### src/rtl/serial_addsub_if.sv
// Operand/result handshake bundle for serial_addsub. The master side supplies
// operands and consumes results; the slave side is the adder/subtractor.
interface serial_addsub_if #(
  parameter int WIDTH = 8
);
  logic             in_valid;
  logic             in_ready;
  logic [WIDTH-1:0] a;
  logic [WIDTH-1:0] b;
  logic             sub;
  logic             out_valid;
  logic             out_ready;
  logic [WIDTH-1:0] sum;
  logic             cout;
  logic             overflow;

  // Transfer happens on a rising edge where valid && ready; valid never waits on ready.
  modport master (
    output in_valid, a, b, sub, out_ready,
    input  in_ready, out_valid, sum, cout, overflow
  );

  modport slave (
    input  in_valid, a, b, sub, out_ready,
    output in_ready, out_valid, sum, cout, overflow
  );
endinterface

### src/rtl/serial_addsub.sv
// Digit-serial adder/subtractor, LSB first, DIGIT bits per clock through a ripple chain.
// Optional macro SERIAL_ADDSUB_SAT_EN saturates sum on signed overflow.
module serial_addsub #(
  parameter int WIDTH = 8,
  parameter int DIGIT = 1
) (
  input  logic              clk,
  input  logic              rst,
  serial_addsub_if.slave    bus,
  output logic [1:0]        state_o
);
  localparam int N  = WIDTH / DIGIT;
  localparam int CW = $clog2(N) + 1;

  localparam logic [1:0] IDLE = 2'd0;
  localparam logic [1:0] RUN  = 2'd1;
  localparam logic [1:0] DONE = 2'd2;

  if (WIDTH < 2 || (WIDTH % DIGIT) != 0) begin : g_bad_params
    $error("serial_addsub: WIDTH must be >= 2 and a multiple of DIGIT");
  end

  logic [1:0]       state_q, state_d;
  logic [WIDTH-1:0] a_q, b_q, res_q, sum_q;
  logic             carry_q, cout_q, ovf_q;
  logic [CW-1:0]    cnt_q;

  logic [DIGIT-1:0] digit_sum;
  logic [DIGIT:0]   carry_chain;
  logic [WIDTH-1:0] res_next, sum_d;
  logic             last_digit, ovf_raw;

  always_comb begin
    digit_sum      = '0;
    carry_chain    = '0;
    carry_chain[0] = carry_q;
    for (int i = 0; i < DIGIT; i++) begin
      digit_sum[i]       = a_q[i] ^ b_q[i] ^ carry_chain[i];
      carry_chain[i+1]   = (a_q[i] & b_q[i]) | (carry_chain[i] & (a_q[i] ^ b_q[i]));
    end
  end

  // Each new digit enters at the top; after N digits the word is in place.
  assign res_next   = (res_q >> DIGIT) | (WIDTH'(digit_sum) << (WIDTH - DIGIT));
  assign last_digit = (cnt_q == CW'(N - 1));
  assign ovf_raw    = carry_chain[DIGIT-1] ^ carry_chain[DIGIT];

`ifdef SERIAL_ADDSUB_SAT_EN
  // A raw sign of 1 on overflow means the true result was too positive.
  assign sum_d = !ovf_raw ? res_next :
                 (res_next[WIDTH-1] ? {1'b0, {(WIDTH-1){1'b1}}} : {1'b1, {(WIDTH-1){1'b0}}});
`else
  assign sum_d = res_next;
`endif

  always_comb begin
    state_d = state_q;
    case (state_q)
      IDLE:    if (bus.in_valid) state_d = RUN;
      RUN:     if (last_digit) state_d = DONE;
      DONE:    if (bus.out_ready) state_d = IDLE;
      default: state_d = IDLE;
    endcase
  end

  always_ff @(posedge clk) begin
    if (rst) begin
      state_q <= IDLE;
      a_q     <= '0;
      b_q     <= '0;
      res_q   <= '0;
      sum_q   <= '0;
      carry_q <= 1'b0;
      cout_q  <= 1'b0;
      ovf_q   <= 1'b0;
      cnt_q   <= '0;
    end else begin
      state_q <= state_d;
      case (state_q)
        IDLE: if (bus.in_valid) begin
          a_q     <= bus.a;
          b_q     <= bus.b ^ {WIDTH{bus.sub}};
          carry_q <= bus.sub;
          cnt_q   <= '0;
          res_q   <= '0;
        end
        RUN: begin
          a_q     <= a_q >> DIGIT;
          b_q     <= b_q >> DIGIT;
          res_q   <= res_next;
          carry_q <= carry_chain[DIGIT];
          cnt_q   <= cnt_q + CW'(1);
          if (last_digit) begin
            sum_q  <= sum_d;
            cout_q <= carry_chain[DIGIT];
            ovf_q  <= ovf_raw;
          end
        end
        default: ;
      endcase
    end
  end

  assign bus.in_ready  = (state_q == IDLE) && !rst;
  assign bus.out_valid = (state_q == DONE);
  assign bus.sum       = sum_q;
  assign bus.cout      = cout_q;
  assign bus.overflow  = ovf_q;
  assign state_o       = state_q;
endmodule

### src/flat_wrapper.sv
// flat-port wrapper written by rule: the top's interface ports become plain ports
module serial_addsub_flat 
#(
  parameter int WIDTH = 8,
  parameter int DIGIT = 1
)
  (clk, rst, state_o, bus_in_valid, bus_a, bus_b, bus_sub, bus_out_ready, bus_in_ready, bus_out_valid, bus_sum, bus_cout, bus_overflow);
  serial_addsub_if #(.WIDTH(WIDTH)) bus_i ();
  input  logic clk;
  input  logic rst;
  output logic [1:0] state_o;
  input wire logic [$bits(bus_i.in_valid)-1:0] bus_in_valid;
  input wire logic [$bits(bus_i.a)-1:0] bus_a;
  input wire logic [$bits(bus_i.b)-1:0] bus_b;
  input wire logic [$bits(bus_i.sub)-1:0] bus_sub;
  input wire logic [$bits(bus_i.out_ready)-1:0] bus_out_ready;
  output wire logic [$bits(bus_i.in_ready)-1:0] bus_in_ready;
  output wire logic [$bits(bus_i.out_valid)-1:0] bus_out_valid;
  output wire logic [$bits(bus_i.sum)-1:0] bus_sum;
  output wire logic [$bits(bus_i.cout)-1:0] bus_cout;
  output wire logic [$bits(bus_i.overflow)-1:0] bus_overflow;
  assign bus_i.in_valid = bus_in_valid;
  assign bus_i.a = bus_a;
  assign bus_i.b = bus_b;
  assign bus_i.sub = bus_sub;
  assign bus_i.out_ready = bus_out_ready;
  assign bus_in_ready = bus_i.in_ready;
  assign bus_out_valid = bus_i.out_valid;
  assign bus_sum = bus_i.sum;
  assign bus_cout = bus_i.cout;
  assign bus_overflow = bus_i.overflow;
  serial_addsub #(.WIDTH(WIDTH), .DIGIT(DIGIT)) u_core (.clk(clk), .rst(rst), .bus(bus_i), .state_o(state_o));
endmodule
### config.mk
export PLATFORM = sky130hd
export DESIGN_NAME = serial_addsub_flat
export DESIGN_NICKNAME = d
export VERILOG_FILES = /design/src/rtl/serial_addsub_if.sv /design/src/rtl/serial_addsub.sv /design/src/flat_wrapper.sv
export SDC_FILE = /design/constraint.sdc
export NUM_CORES = 1
export LEC_CHECK = 0
export BUFFER_PORTS_ARGS = -buffer_cell sky130_fd_sc_hd__buf_2
export CAP_MARGIN = 30
export CORE_MARGIN = 1
export CORE_UTILIZATION = 33
export DETAILED_ROUTE_END_ITERATION = 6
export GPL_ROUTABILITY_DRIVEN = 1
export PLACE_DENSITY_LB_ADDON = 0.2
export SETUP_SLACK_MARGIN = 0.02
export SYNTH_ARGS = -nofsm -noshare
export SYNTH_HDL_FRONTEND = slang
export SYNTH_SLANG_ARGS = --single-unit
### constraint.sdc
create_clock -name clk -period 1.4 [get_ports clk]
set_input_delay 0.21 -clock clk [delete_from_list [all_inputs] [get_ports clk]]
set_output_delay 0.21 -clock clk [all_outputs]
set_load 0.01 [all_outputs]
==> results of run 1 <==
[cells in the mapped netlist]
cell       instances
or3_1              1
mux2i_1            1
nor2_1            28
clkbuf_1           7
o2bb2ai_1          1
nand2_1            4
xor2_1             1
ha_1               1
a311oi_1           1
buf_6              3
dfxtp_1           40
a211oi_1           1
a21oi_1           27
nand3_1           11
o21ai_0           10
nor3_1             1
buf_4              3
and3b_1            1
fa_1               1
a31oi_1            1
inv_1             10
o21bai_1           1
nand2b_4           1
nor2b_4            1
o21a_1             1
nor2b_1            3
o22ai_1            8
nand3b_1           2
o221a_2            7
xnor2_1            8
a32oi_1            1
buf_2              6
nor3b_1            1
a22oi_1           16
[path summary, 6_finish.rpt]
check,startpoint,endpoint,slack (ns),cells after the start
setup / recovery,u_core.state_o[1],bus_in_ready,0.08,3
hold / removal,bus_b[6],u_core.b_q[6],0.18,3
setup reg to reg,u_core.cnt_q[0],u_core.state_o[0],0.11,4
hold reg to reg,u_core.res_q[1],u_core.bus.sum[0],0.47,2
[flip-flops by register name (all words and copies together), names as in the netlist]
name	cells
u_core.bus.sum	8
u_core.bus.cout	1
u_core.res_q	7
u_core.bus.overflow	1
u_core.a_q	8
u_core.b_q	8
u_core.carry_q	1
u_core.cnt_q	4
u_core.state_o	2
[per-layer routing]
metal	vias to the layer above	share of wire	track usage
met4	0	0.0090	0.0635
met3	4	0.046	0.0503
li1	839	-	-
met1	744	0.49	0.180
met5	-	0	0
met2	25	0.45	0.229
[critical path, stage by stage, from the launching register on]
cell	delay, ns
dfxtp_4	0.38
buf_12	0.14
nor3_4	0.16
buf_2	0.15
[report_power, final]
part / switching [W] / internal [W]
logic: 0.000159 / 0.000154
clock network: 0.000385 / 0.000402
registers: 0.0000343 / 0.00118
[logic make-up (layout without fill, tap and decap cells)]
group | after synthesis | count (layout) | synth area share
AO/OA/AOI/OAI | 75 | 75 | 0.268
XOR/XNOR | 9 | 9 | 0.0432
adder cells (fa/ha/maj) | 2 | 2 | 0.0178
buffers and inverters | 29 | 76 | 0.0823
flip-flops | 40 | 40 | 0.439
multiplexers | 1 | 1 | 0.00548
AND/OR/NAND/NOR | 54 | 54 | 0.145
[cell type report]
type / instances / area share
multi-input combinational: 141 / 0.387
sequential: 40 / 0.351
timing repair buffer: 58 / 0.168
clock buffer: 8 / 0.0391
tap: 70 / 0.0380
inverter: 10 / 0.0163
[through the flow]
| stage | setup WS [ns] | cell area [µm²] | total power (W) | utilization | hold slack, ns |
|---|---|---|---|---|---|
| after floorplan | 0.158 | 1830 | 0.00146 | - | 0.373 |
| after global placement | 0.0929 | 2110 | 0.00155 | 0.406 | 0.464 |
| after detailed placement | 0.0359 | 2110 | 0.00155 | 0.406 | 0.460 |
| after CTS | 0.0208 | 2230 | 0.00235 | 0.428 | 0.173 |
| after global routing | 0.0186 | 2300 | 0.00244 | 0.443 | 0.183 |
| final | 0.0803 | 2300 | 0.00232 | 0.443 | 0.181 |
[repair_timing]
item                       4_1_cts  5_1_grt
gates cloned                     0        0
setup endpoints to repair        3       14
pin swaps                        0        2
hold buffers                     0        0
gates resized for setup          5        7
setup buffers                    2        5
[cells in the final DEF (no fill, tap or decap), drive strengths merged, types with 2 or more instances in the layout]
cell	n
nand3b	2
a21oi	27
a22oi	16
o22ai	8
nand3	11
dfxtp	40
inv	10
o21ai	10
xnor2	8
o221a	7
nor2b	4
nor2	28
nand2	4
clkbuf	8
buf	58
==> results_dict.tcl, run 1 <==
set metrics [dict create \
    start_kind "flip-flop" \
    synth_area_leaders "dfxtp_1, a21oi_1, a22oi_1" \
    grt_antenna_before_repair 0 \
    ctsLongestPathBuffers 2 \
    yosysSeqAreaShare 0.439 \
    cts_max_level 2 \
    final.setup.tns_ns 0 \
    wl_um 4010 \
    first_global_vias 1444 \
    die_h_um 76.4 \
    clock-sinks 40 \
    crit_path_end_kind "output port" \
    max_freq_mhz 758 \
    nFillCells 555 \
    area_delta_synth_final_pct 26.2 \
    multi_input_area_um2 892 \
    cts_made_buffers 5 \
    start_util 0.351 \
    dieArea_um2 5830 \
    avgRoutedWirePerCell_um 12.3 \
    grt_overflow 0 \
    dp.cells 312 \
    rsz0062_at_grt "true" \
    drtIter0Drc 83 \
    fp-row-count 26 \
    slew_viol_final 0 \
    min_period_over_period 0.943 \
    critical_path_arrival_ns 1.11 \
    hpwl_um 2750 \
    cp_max_fo 8 \
    setup_violations 0 \
    antenna_cells 0 \
    cap_violations 0 \
    peakVddDrop_mv 0.389 \
    synth_top_cell_by_area "dfxtp_1" \
    coreArea_um2 5200 \
    slew_headroom 0.802 \
    status "completed" \
    leakage_nw 0.929 \
    finish.net_count 279 \
    dieWidth_um 76.4 \
    clk_pin_slew_ns 0.07 \
    drive_gt1_frac 0.307 \
    num_io_pins 35 \
    cts_tree "built" \
    dr.pass1.iters 4 \
    worst_slew_pin_slew_ns 0.296 \
    syn_area_per_cell_um2 8.69 \
    synth_nets 233 \
    fin_skew_ns 0.00737 \
    syn_area_um2 1830 \
    hp-class "primary input to flip-flop" \
    ant_nets 0 \
    finalHoldViolCount 0 \
    yosys_warnings 0 \
    ff_latch_area_um2 808 \
    vias 1612 \
    grt_max_degree 19 \
    route.detailed.drc 0 \
    criticalPathCategory "flip-flop to output port" \
    synth_cell_types 34 \
    period_needed_ns 1.32 \
    cts_root_buffer "clkbuf_8" \
    worst_ep_required_time_ns 1.19 \
    ys_ff_latch 40 \
    clkLatencyLatePin_ns 0.29 \
    port_buffers 34 \
    grt_usage 0.146 \
    layout.cells.non_filler 327 \
    grt_pass1_wl_um 6710 \
    vias_per_cell 4.93 \
    place.gp.congestion 0.717 \
    p_per_area_nw_per_um2 1010 \
    syn_inst 210 \
    synth_top_area_frac 0.439 \
]
Power figures use the tool's default switching activity.
==> run 2: changes to the inputs <==
CTS_BUF_LIST = sky130_fd_sc_hd__clkbuf_4   (was not set)
==> run 2 against run 1 <==
Net effect:
- sequential cell count unchanged
- register-to-register slack about the same
- first-iteration DRC count decreased by 11%
- clock power decreased by 25%
- largest power group unchanged
- largest cell class unchanged
- die area unchanged
- critical endpoint unchanged
- routed wire length decreased by 0.20%
- clock skew increased by 0.0074 ns
- worst setup slack got worse by 0.016 ns
- total power decreased by 7.8%
- sequential share of layout area decreased by 0.21 points
- critical path type unchanged
- utilization increased by 0.26 points
==> results_dict.tcl, run 2 (synthesized netlist as in run 1, its figures left out) <==
set metrics [dict create \
    die_h_um 76.4 \
    cts_tree "built" \
    worst_ep_required_time_ns 1.19 \
    post-place-ws_ns 0.0359 \
    coreArea_um2 5200 \
    hp-class "primary input to flip-flop" \
    cts_made_buffers 5 \
    area_delta_synth_final_pct 26.9 \
    gr-usage-met1 0.182 \
    leakage_nw 0.945 \
    setup_violations 0 \
    design_area_um2 2320 \
    hold_buffers 0 \
    clk_pin_slew_ns 0.11 \
    num_io_pins 35 \
    rsz0062_at_grt "true" \
    clkLatencyLatePin_ns 0.34 \
    met2_usage 0.232 \
    crit_path_end_kind "output port" \
    vias 1625 \
    port_buffers 34 \
    status "completed" \
    slew_viol_final 0 \
    use_met3 0.0503 \
    wl_um 4000 \
    placed_cell_area_um2 2110 \
    cpPeakStageDelay_ns 0.38 \
    clock-sinks 40 \
    finish.net_count 284 \
    final_cell_mix "dfxtp_1, buf_2, nor2_1" \
    p_per_area_nw_per_um2 922 \
    finalHoldViolCount 0 \
    grt_usage 0.146 \
    grt_antenna_before_repair 0 \
    cts_root_buffer "clkbuf_4" \
    drtIter0Drc 74 \
    dieWidth_um 76.4 \
    vias_per_cell 4.89 \
    route.detailed.drc 0 \
    grt_max_degree 19 \
    cp_max_fo 4 \
    first_global_vias 1446 \
    dieArea_um2 5830 \
    crit_buf_inv 2 \
    finalHoldWorstSlack_ns 0.129 \
    slew_headroom 0.799 \
    drive_gt1_frac 0.324 \
    ctsLongestPathBuffers 2 \
    final_common_cell "dfxtp_1" \
    start_util 0.351 \
    period_needed_ns 1.34 \
    dr.pass1.iters 4 \
    start_kind "flip-flop" \
    hpwl_um 2750 \
    avgRoutedWirePerCell_um 12.1 \
    criticalPathCategory "flip-flop to output port" \
    ant_nets 0 \
    place.gp.congestion 0.717 \
    fp-row-count 26 \
    critical_path_arrival_ns 1.13 \
    worst_slew_pin_slew_ns 0.300 \
    grt_pass1_wl_um 6780 \
    grt_overflow 0 \
    cap_violations 0 \
    fin_skew_ns 0.0148 \
    crit_chain "buf_12 -> nor3_4 -> buf_2" \
    antenna_cells 0 \
    cts_max_level 2 \
    max_freq_mhz 749 \
    crit_family "flip-flops" \
    setup_slack_ns 0.0641 \
    top_usage_layer "met2" \
    crit_path_top_delay_cell "dfxtp_4" \
    peakVddDrop_mv 0.340 \
    min_period_over_period 0.954 \
]
-- run 2: worst paths after layout --
kind	end	depth (start not counted)	startpoint	slack (ns)
setup / recovery	bus_in_ready	3	u_core.state_o[1]	0.06
hold / removal	u_core.b_q[6]	3	bus_b[6]	0.13
setup reg to reg	u_core.a_q[0]	6	u_core.state_o[1]	0.10
hold reg to reg	u_core.bus.sum[0]	2	u_core.res_q[1]	0.48
-- run 2: final cells by class --
type                            instances  area, µm²
Clock buffer                            7       52.6
Clock inverter                          1       3.75
Fill cell                             551       2890
Inverter                               10       37.5
Multi-Input combinational cell        141        897
Sequential cell                        40        808
Tap cell                               70       87.6
Timing Repair Buffer                   63        430
-- run 2: what timing repair did --
| action | CTS | global route |
|---|---|---|
| hold endpoints to repair | 0 | 0 |
| setup endpoints to repair | 3 | 18 |
| pin swaps | 1 | 1 |
| gates resized for setup | 11 | 6 |
| setup buffers | 6 | 6 |
-- run 2: layer usage --
layer | wire length, µm | share of wire
met5 | 0 | 0
met4 | 45 | 0.011
met3 | 189 | 0.047
met2 | 1810 | 0.45
met1 | 1960 | 0.49
-- run 2: power breakdown --
| part | total (W) | internal, W | switching [W] |
|---|---|---|---|
| clock | 0.000587 | 0.000232 | 0.000355 |
| combinational | 0.000331 | 0.000169 | 0.000162 |
| sequential | 0.00122 | 0.00118 | 0.0000357 |
| total | 0.00214 | 0.00158 | 0.000553 |
-- run 2: tightest hold or removal path, stage by stage --
cell and delay [ns]:
buf_2 0.08, xnor2_1 0.05, o22ai_1 0.08
-- run 2: per-stage QoR --
step | total power (W) | TNS (ns) | instances | util
after detailed placement | 0.00155 | 0 | 312 | 0.406
after global routing | 0.00227 | -0.0107 | 332 | 0.445
after floorplan | 0.00146 | 0 | 210 | -
after CTS | 0.00215 | 0 | 326 | 0.432
final | 0.00214 | 0 | 332 | 0.445
after global placement | 0.00155 | 0 | 312 | 0.406
